$ cat src/rtl/bp_be_dcache_port_arbiter.sv
// D$ port arbiter between the integer pipeline and the page-table walker.
// Grants are combinational. Each accepted request is tracked for two cycles
// (stage1: ptag phase, stage2: early-response phase) so ptag and early
// response traffic can be steered back to the requester that owns it.
// Optional feature: define BP_BE_DCACHE_ARB_RR_EN to round-robin contested
// grants; when undefined the PTW always wins a contention.

package bp_be_dcache_port_arbiter_pkg;
  typedef enum logic [0:0] {e_bp_default_cfg = 1'b0} bp_params_e;

  localparam int page_offset_width_gp  = 12;
  localparam int dpath_width_gp        = 64;
  localparam int dcache_opcode_width_gp = 5;

  // Physical tag width for a given processor configuration.
  function automatic int ptag_width_of(input bp_params_e cfg);
    case (cfg)
      e_bp_default_cfg: return 28;
      default:          return 28;
    endcase
  endfunction
endpackage

`ifndef BP_BE_DCACHE_PKT_WIDTH
  `define BP_BE_DCACHE_PKT_WIDTH(page_offset_mp, dpath_mp) (dcache_opcode_width_gp + (page_offset_mp) + (dpath_mp))
`endif

module bp_be_dcache_port_arbiter
  import bp_be_dcache_port_arbiter_pkg::*;
#(
  parameter bp_params_e bp_params_p  = e_bp_default_cfg,
  parameter int         pkt_width_p  = `BP_BE_DCACHE_PKT_WIDTH(page_offset_width_gp, dpath_width_gp),
  parameter int         ptag_width_p = ptag_width_of(bp_params_p)
) (
  input  logic                    clk_i,
  input  logic                    reset_i,
  input  logic                    flush_i,

  input  logic                    pipe_v_i,
  input  logic [pkt_width_p-1:0]  pipe_pkt_i,
  input  logic [ptag_width_p-1:0] pipe_ptag_i,
  input  logic                    pipe_ptag_v_i,
  output logic                    pipe_yumi_o,

  input  logic                    ptw_v_i,
  input  logic [pkt_width_p-1:0]  ptw_pkt_i,
  input  logic [ptag_width_p-1:0] ptw_ptag_i,
  input  logic                    ptw_ptag_v_i,
  input  logic                    ptw_lock_i,
  output logic                    ptw_yumi_o,

  output logic                    dcache_v_o,
  output logic [pkt_width_p-1:0]  dcache_pkt_o,
  output logic [ptag_width_p-1:0] dcache_ptag_o,
  output logic                    dcache_ptag_v_o,
  input  logic                    dcache_ready_i,
  input  logic                    dcache_early_v_i,

  output logic                    pipe_early_v_o,
  output logic                    ptw_early_v_o,
  output logic                    busy_o
);

  typedef enum logic [1:0] {e_idle, e_ptw_own, e_drain} state_e;

  state_e     state_r, state_n;
  // Index 1 = ptag phase, index 2 = early-response phase.
  logic [2:1] vld_pipe;
  logic [2:1] own_ptw;

  logic pipe_stage_v, ptw_stage_v;
  logic pipe_req, ptw_req, contested, ptw_wins;
  logic pipe_gnt, ptw_gnt;

  assign pipe_stage_v = |(vld_pipe & ~own_ptw);
  assign ptw_stage_v  = |(vld_pipe &  own_ptw);

  // A flush kills the pipeline request in the same cycle; reset masks both.
  assign pipe_req  = pipe_v_i & ~flush_i & ~reset_i;
  assign ptw_req   = ptw_v_i & ~reset_i;
  assign contested = pipe_req & ptw_req & ~pipe_stage_v;

`ifdef BP_BE_DCACHE_ARB_RR_EN
  logic rr_ptw_r;
  assign ptw_wins = rr_ptw_r;

  // Priority pointer hands the next contested grant to the loser of this one.
  always_ff @(posedge clk_i) begin
    if (reset_i)
      rr_ptw_r <= 1'b1;
    else if ((state_r == e_idle) && contested && dcache_ready_i)
      rr_ptw_r <= ~rr_ptw_r;
  end
`else
  assign ptw_wins = 1'b1;
`endif

  // Grant selection and ownership FSM next state.
  always_comb begin
    pipe_gnt = 1'b0;
    ptw_gnt  = 1'b0;
    state_n  = state_r;
    unique case (state_r)
      e_idle: begin
        if (ptw_req && pipe_stage_v) begin
          // PTW must wait for the pipeline's in-flight accesses to retire.
          state_n = e_drain;
        end else if (ptw_req && !(contested && !ptw_wins)) begin
          ptw_gnt = 1'b1;
          if (ptw_lock_i) state_n = e_ptw_own;
        end else begin
          pipe_gnt = pipe_req;
        end
      end
      e_ptw_own: begin
        ptw_gnt = ptw_req;
        if (!ptw_lock_i && !ptw_stage_v) state_n = e_idle;
      end
      e_drain: begin
        // Stage2 is refilled from stage1, so a non-pipe stage1 means empty next cycle.
        if (!(vld_pipe[1] && !own_ptw[1]) || flush_i) state_n = e_idle;
      end
      default: state_n = e_idle;
    endcase
  end

  // State and two-stage ownership tracking; flush drops pipe-owned stages.
  always_ff @(posedge clk_i) begin
    if (reset_i) begin
      state_r  <= e_idle;
      vld_pipe <= '0;
      own_ptw  <= '0;
    end else begin
      state_r     <= state_n;
      vld_pipe[1] <= (pipe_gnt | ptw_gnt) & dcache_ready_i;
      own_ptw[1]  <= ptw_gnt;
      vld_pipe[2] <= vld_pipe[1] & ~(flush_i & ~own_ptw[1]);
      own_ptw[2]  <= own_ptw[1];
    end
  end

  assign pipe_yumi_o = pipe_gnt & dcache_ready_i;
  assign ptw_yumi_o  = ptw_gnt & dcache_ready_i;
  assign dcache_v_o  = pipe_gnt | ptw_gnt;
  assign dcache_pkt_o = ptw_gnt  ? ptw_pkt_i  :
                        pipe_gnt ? pipe_pkt_i : '0;

  assign dcache_ptag_o   = (reset_i || !vld_pipe[1]) ? '0 :
                           own_ptw[1] ? ptw_ptag_i : pipe_ptag_i;
  assign dcache_ptag_v_o = (reset_i || !vld_pipe[1]) ? 1'b0 :
                           own_ptw[1] ? ptw_ptag_v_i : pipe_ptag_v_i;

  assign pipe_early_v_o = dcache_early_v_i & vld_pipe[2] & ~own_ptw[2] & ~reset_i;
  assign ptw_early_v_o  = dcache_early_v_i & vld_pipe[2] &  own_ptw[2] & ~reset_i;
  assign busy_o         = ~reset_i & ((state_r != e_idle) | (|vld_pipe));

endmodule

$ cat config.mk
export PLATFORM = sky130hd
export DESIGN_NAME = bp_be_dcache_port_arbiter
export DESIGN_NICKNAME = d
export VERILOG_FILES = /design/src/rtl/bp_be_dcache_port_arbiter.sv
export SDC_FILE = /design/constraint.sdc
export NUM_CORES = 1
export LEC_CHECK = 0
export ABC_AREA = 1
export CAP_MARGIN = 0
export CORE_AREA = 4 4 131 133
export CTS_CLUSTER_SIZE = 40
export DETAILED_ROUTE_END_ITERATION = 12
export DIE_AREA = 0 0 135 137
export PLACE_DENSITY = 0.56
export REMOVE_ABC_BUFFERS = 1
export SKIP_CTS_REPAIR_TIMING = 1
export SLEW_MARGIN = 40
export SYNTH_ARGS = -nofsm -noshare
export SYNTH_HDL_FRONTEND = slang
export SYNTH_SLANG_ARGS = --single-unit
$ cat constraint.sdc
create_clock -name clk_i -period 3.4 [get_ports clk_i]
set_input_delay 0.85 -clock clk_i [delete_from_list [all_inputs] [get_ports clk_i]]
set_output_delay 0.85 -clock clk_i [all_outputs]
set_load 0.01 [all_outputs]
# Word level (Yosys, flattened, before mapping)
# Cells that the tools add are included.
dict set report op_classes {
  eq_ne 6
  muxes 18
  reduce_logical 16
  n_bitwise 24
}
# op count
set ops {}
lappend ops {{2-to-1 mux 81 bit} 2}
lappend ops {{2-to-1 mux 28 bit} 2}
lappend ops {{bitwise AND 1 bit} 14}
lappend ops {{2-to-1 mux 2 bit} 5}
lappend ops {{2-to-1 mux 1 bit} 7}
lappend ops {{inequality test 3 bit (second input constant)} 2}
lappend ops {{case mux 2 bit (3 select lines)} 1}
lappend ops {{OR reduction 2 bit} 3}
lappend ops {{logical NOT 1 bit} 5}
lappend ops {{NOT 1 bit} 5}
lappend ops {{bitwise AND 2 bit} 2}
lappend ops {{inequality test 2 bit (second input constant)} 2}
lappend ops {{AND reduction 4 bit} 1}
lappend ops {{logical AND 1 bit} 3}
lappend ops {{equality test 2 x 1 -> 1 bit (second input constant)} 1}
lappend ops {{equality test 2 bit (second input constant)} 1}
lappend ops {{logical NOT 2 bit} 1}
lappend ops {{logical OR 1 bit} 2}
lappend ops {{NOT 2 bit} 1}
lappend ops {{OR 1 bit} 2}
lappend ops {{case mux 1 bit (2 select lines)} 1}
lappend ops {{nonzero test 2 bit} 1}
dict set report totals {
  regBits 6
  output_inout_bits 116
  wordCells 67
}

# Longest topological paths before layout
# Gate-level depths: netlist of the first run.
dict set report depth {
  depth_word 8
  mapped_depth 10
  depth_no_buf 9
}

# Worst setup path before layout of the first run
# Ideal clock, no wire load.
dict set report synth_timing {
  kind {input -> output}
  from {input reset_i}
  to {output dcache_pkt_o[16]}
  path_stages 6
  required_time_ns 2.550
  arrival_ns 1.837
  n_path_buf 3
  setup_slack_ns 0.713
  path_cell_list {buf_6 nor2_1 nand4_1 buf_2 clkbuf_1 o21ai_0}
}
dict set report synth_between {
  elab_chain_cells 7
}
# item line
set synth_rtl {}
lappend synth_rtl {{start: declaration} 36} ;# input logic reset_i,
lappend synth_rtl {{NOT 1 bit *} {79, 80}}
lappend synth_rtl {{bitwise AND 1 bit (on tied branches)} {79, 80}}
lappend synth_rtl {{2-to-1 mux 1 bit / logical AND 1 bit (equally long branches)} {108, 105}}
lappend synth_rtl {{2-to-1 mux 1 bit} 105} ;# if (ptw_req && pipe_stage_v) begin
lappend synth_rtl {{2-to-1 mux 1 bit} 103} ;# unique case (state_r)
lappend synth_rtl {{2-to-1 mux 81 bit} 146} ;# pipe_gnt ? pipe_pkt_i : '0;
lappend synth_rtl {{2-to-1 mux 81 bit *} 145} ;# assign dcache_pkt_o = ptw_gnt ? ptw_pkt_i :
lappend synth_rtl {{end: declaration} 53} ;# output logic [pkt_width_p-1:0] dcache_pkt_o,
# Every way passes the cells marked *; elsewhere a longest branch is shown, timed or not.

# Worst setup path in the final report of the first run
dict set report layout_timing {
  from {input ptw_v_i}
  to {output ptw_yumi_o}
}
dict set report layout_between {
  elab_chain_cells 5
}
# item line
set layout_rtl {}
lappend layout_rtl {{start: declaration} 45} ;# input logic ptw_v_i,
lappend layout_rtl {{bitwise AND 1 bit *} 80} ;# assign ptw_req = ptw_v_i & ~reset_i;
lappend layout_rtl {{2-to-1 mux 1 bit / logical AND 1 bit (equally long branches)} {108, 105}}
lappend layout_rtl {{2-to-1 mux 1 bit} 105}
lappend layout_rtl {{case mux 1 bit (2 select lines) *} 103}
lappend layout_rtl {{bitwise AND 1 bit *} 143} ;# assign ptw_yumi_o = ptw_gnt & dcache_ready_i;
lappend layout_rtl {{end: declaration} 50} ;# output logic ptw_yumi_o,
# Marks and branches as above.

==> out/results.ini, run 1 <==
[power]
p_seq_share_pct = 9.1
switchingPower_uw = 280
p_int_uw = 623
power.leakage_uw = 0.00418
p_comb_share_pct = 70.0
peakVddDrop_mv = 0.110
clkPwrFrac_pct = 21.0
finalPower_uw = 903
powerDensity_mw_per_mm2 = 151
swShare_pct = 31.0

[grt]
grt_pass1_wl_um = 19800
antenna_found_initial = 0
grt_max_degree = 48
grt-ovfl-total = 0
grt_pass1_vias = 3569
grt.total_usage_pct = 13.4

[setup_path]
rr_startpoint = own_ptw[2]$_SDFF_PP0_
crit_start = ptw_v_i
critPathLaunchType = input port
endpoint_kind = primary output
cp_data_arrival_time_ns = 2.43
crit_family = buffers and inverters
max_stage_delay_ns = 0.45
crit_slowest_cell = clkdlybuf4s50_1
cp_max_fo = 23
path_class = in2out
crit_buf_inv = 6
crit_chain = clkdlybuf4s50_1 > inv_1 > nor2_4 > nand2_1 > nor2_4 > buf_12 > clkbuf_16 > inv_1 > nor2_1 > dlymetal6s2s_1
cp.required_ns = 2.55

[floorplan]
row_count = 46
die_w_um = 135
initial_core_util_pct = 12.0
die_area_sq_mm = 0.0185
core_region_area_sq_mm = 0.0158
die_h_um = 137
io_pins = 344

[timing]
fin_ws_ns = 0.119
slew_headroom_pct = 78.0
finClkSkew_ns = 0.000932
finalCritPeriodShare_pct = 96.5
timing.fmax_mhz = 305
hold_viol = 0
timing.final.crit_period_ns = 3.28
setup_viol = 0
slew_violations = 0
worstMarginPinSlew_ns = 0.330

[cts]
clk_pin_slew_worst_paths_ns = 0.03
ctsRootBufferMaster = clkbuf_16
worstSkewPairLatency_ns = 0.23
h-tree-depth = 1
clock-sinks = 6
cts_buffer_depth = 2
cts_tree = yes
cts_buffers = 3

[routing]
drtPass1Iterations = 4
drt-initial-drc-count = 107
wire_per_inst_um = 14.9
routed-via-count = 3643
viasPerCell = 3.75
route.detailed.drc = 0
postRouteAntennaNets = 0
drt-total-wl_um = 14500

[synthesis]
synth_area_per_cell_sq_um = 4.55
synth_fa_ha_area_share_pct = 0
synth_top_family_by_area = simple AND/OR/NAND/NOR gates
seq_area_frac_synth_pct = 6.35
synthTopCellsByArea = nand2_1, inv_1, o21ai_1
synth.area.mux_share_pct = 0
yosys.area.top_type = nand2_1
synth-xor-area-share_pct = 0
syn_area_sq_mm = 0.00189
synthCells = 416
synthDistinctLibCells = 17
ys_ff_latch = 6
synth-compound-area-share_pct = 30.4
synth_top_area_share_pct = 31.0
ys_warn_count = 0
yosys.area_share.simple_pct = 35.6

[layout]
diodes = 0
finalNetCount = 985
regArea_sq_um = 120
final_core_util_pct = 37.8
drive_gt1_share_pct = 5.70
multi_input_comb_area_sq_mm = 0.00126
areaGrowthSynthToFinish_pct = 216
fillers = 1685

[placed_design]
gp_congestion = 0.845
port-buffer-count = 343
hpwl_um = 11500
place_ws_ns = -0.310

[flow_run]
maxCapViolCount = 0

[outcome]
status = complete, no violations

[worst_hold_path]
holdCritStartpoint = state_r[0]$_SDFFE_PP0P_
hp-class = reg2reg

==> metrics by stage <==
step                setup TNS, ns  cells  instance area, sq um  hold slack (ns)
floorplan                  -69.64    388                  1720            0.531
global placement           -21.10    965                  5650            0.558
detailed placement         -20.87    965                  5650            0.559
CTS                        -22.92    968                  5730            0.562
global route            -0.000163    971                  5990            0.632
finish                          0    971                  5990            0.560
==> power by group through the flow <==
stage	combinational, uW	sequential [uW]	clock, uW
2_1_floorplan	176	86.3	0
3_3_place_gp	649	82.7	0
3_5_place_dp	645	82.8	0
4_1_cts	651	81.8	194
5_1_grt	688	82.7	199
6_report	632	81.8	190
==> synthesized netlist by cell type, drive strengths merged <==
master / number
inv: 93
nand3: 3
nand2: 156
nor2: 12
a21oi: 34
clkbuf: 16
dfxtp: 6
o21ai: 81
nand4: 1
nor3: 2
buf: 12
==> final cells by class <==
| type | count | share of cell area, % |
|---|---|---|
| Multi-Input combinational cell | 289 | 21.1 |
| Tap cell | 216 | 4.52 |
| Clock buffer | 3 | 1.25 |
| Sequential cell | 6 | 2.01 |
| Inverter | 93 | 5.83 |
| Timing Repair Buffer | 364 | 65.3 |
==> layout by cell type, fill, tap and decap left out, drive strengths merged, types with 6 or more instances in the layout <==
cell type,instances
o21ai,81
nor2,12
dfxtp,6
clkdlybuf4s50,229
nand2,156
a21oi,34
buf,22
clkbuf,16
dlymetal6s2s,100
inv,93
==> worst min-delay path: stages, from the launching register on <==
cell and delay (ns):
dfxtp_1 0.34, a21oi_1 0.13, nor2_1 0.04
==> state kept, by name, summed over array words and instances, names as in the netlist <==
signal,flops
own_ptw,2
state_r,2
vld_pipe,2
==> layer usage <==
layer	part of all wire (%)	up-vias	GRT usage, %
met5	0	-	0
met4	0.85	0	2.18
met3	12	9	5.18
met2	49	200	24.0
met1	39	1500	15.4
li1	-	1934	-
==> cells by family (layout without fill, tap and decap cells) <==
| logic type | Yosys count | count (layout) |
|---|---|---|
| DFF | 6 | 6 |
| and+or+nand+nor | 174 | 174 |
| buffers and inverters | 121 | 460 |
| AOI/OAI and AO/OA | 115 | 115 |
==> path summary, 6_finish.rpt <==
kind	end	slack [ns]	depth (start not counted)
max reg2reg	vld_pipe[1]$_SDFF_PP0_	1.80	11
min	state_r[0]$_SDFFE_PP0P_	0.56	2
max	ptw_yumi_o	0.12	10
min reg2reg	state_r[0]$_SDFFE_PP0P_	0.56	2
Power figures use the tool's default switching activity.
==> run 2: changes to the inputs <==
- CTS_CLUSTER_DIAMETER: not set -> 150
==> results of run 2 <==
Same layout as run 1: the final DEF is identical, and so are final timing and power.
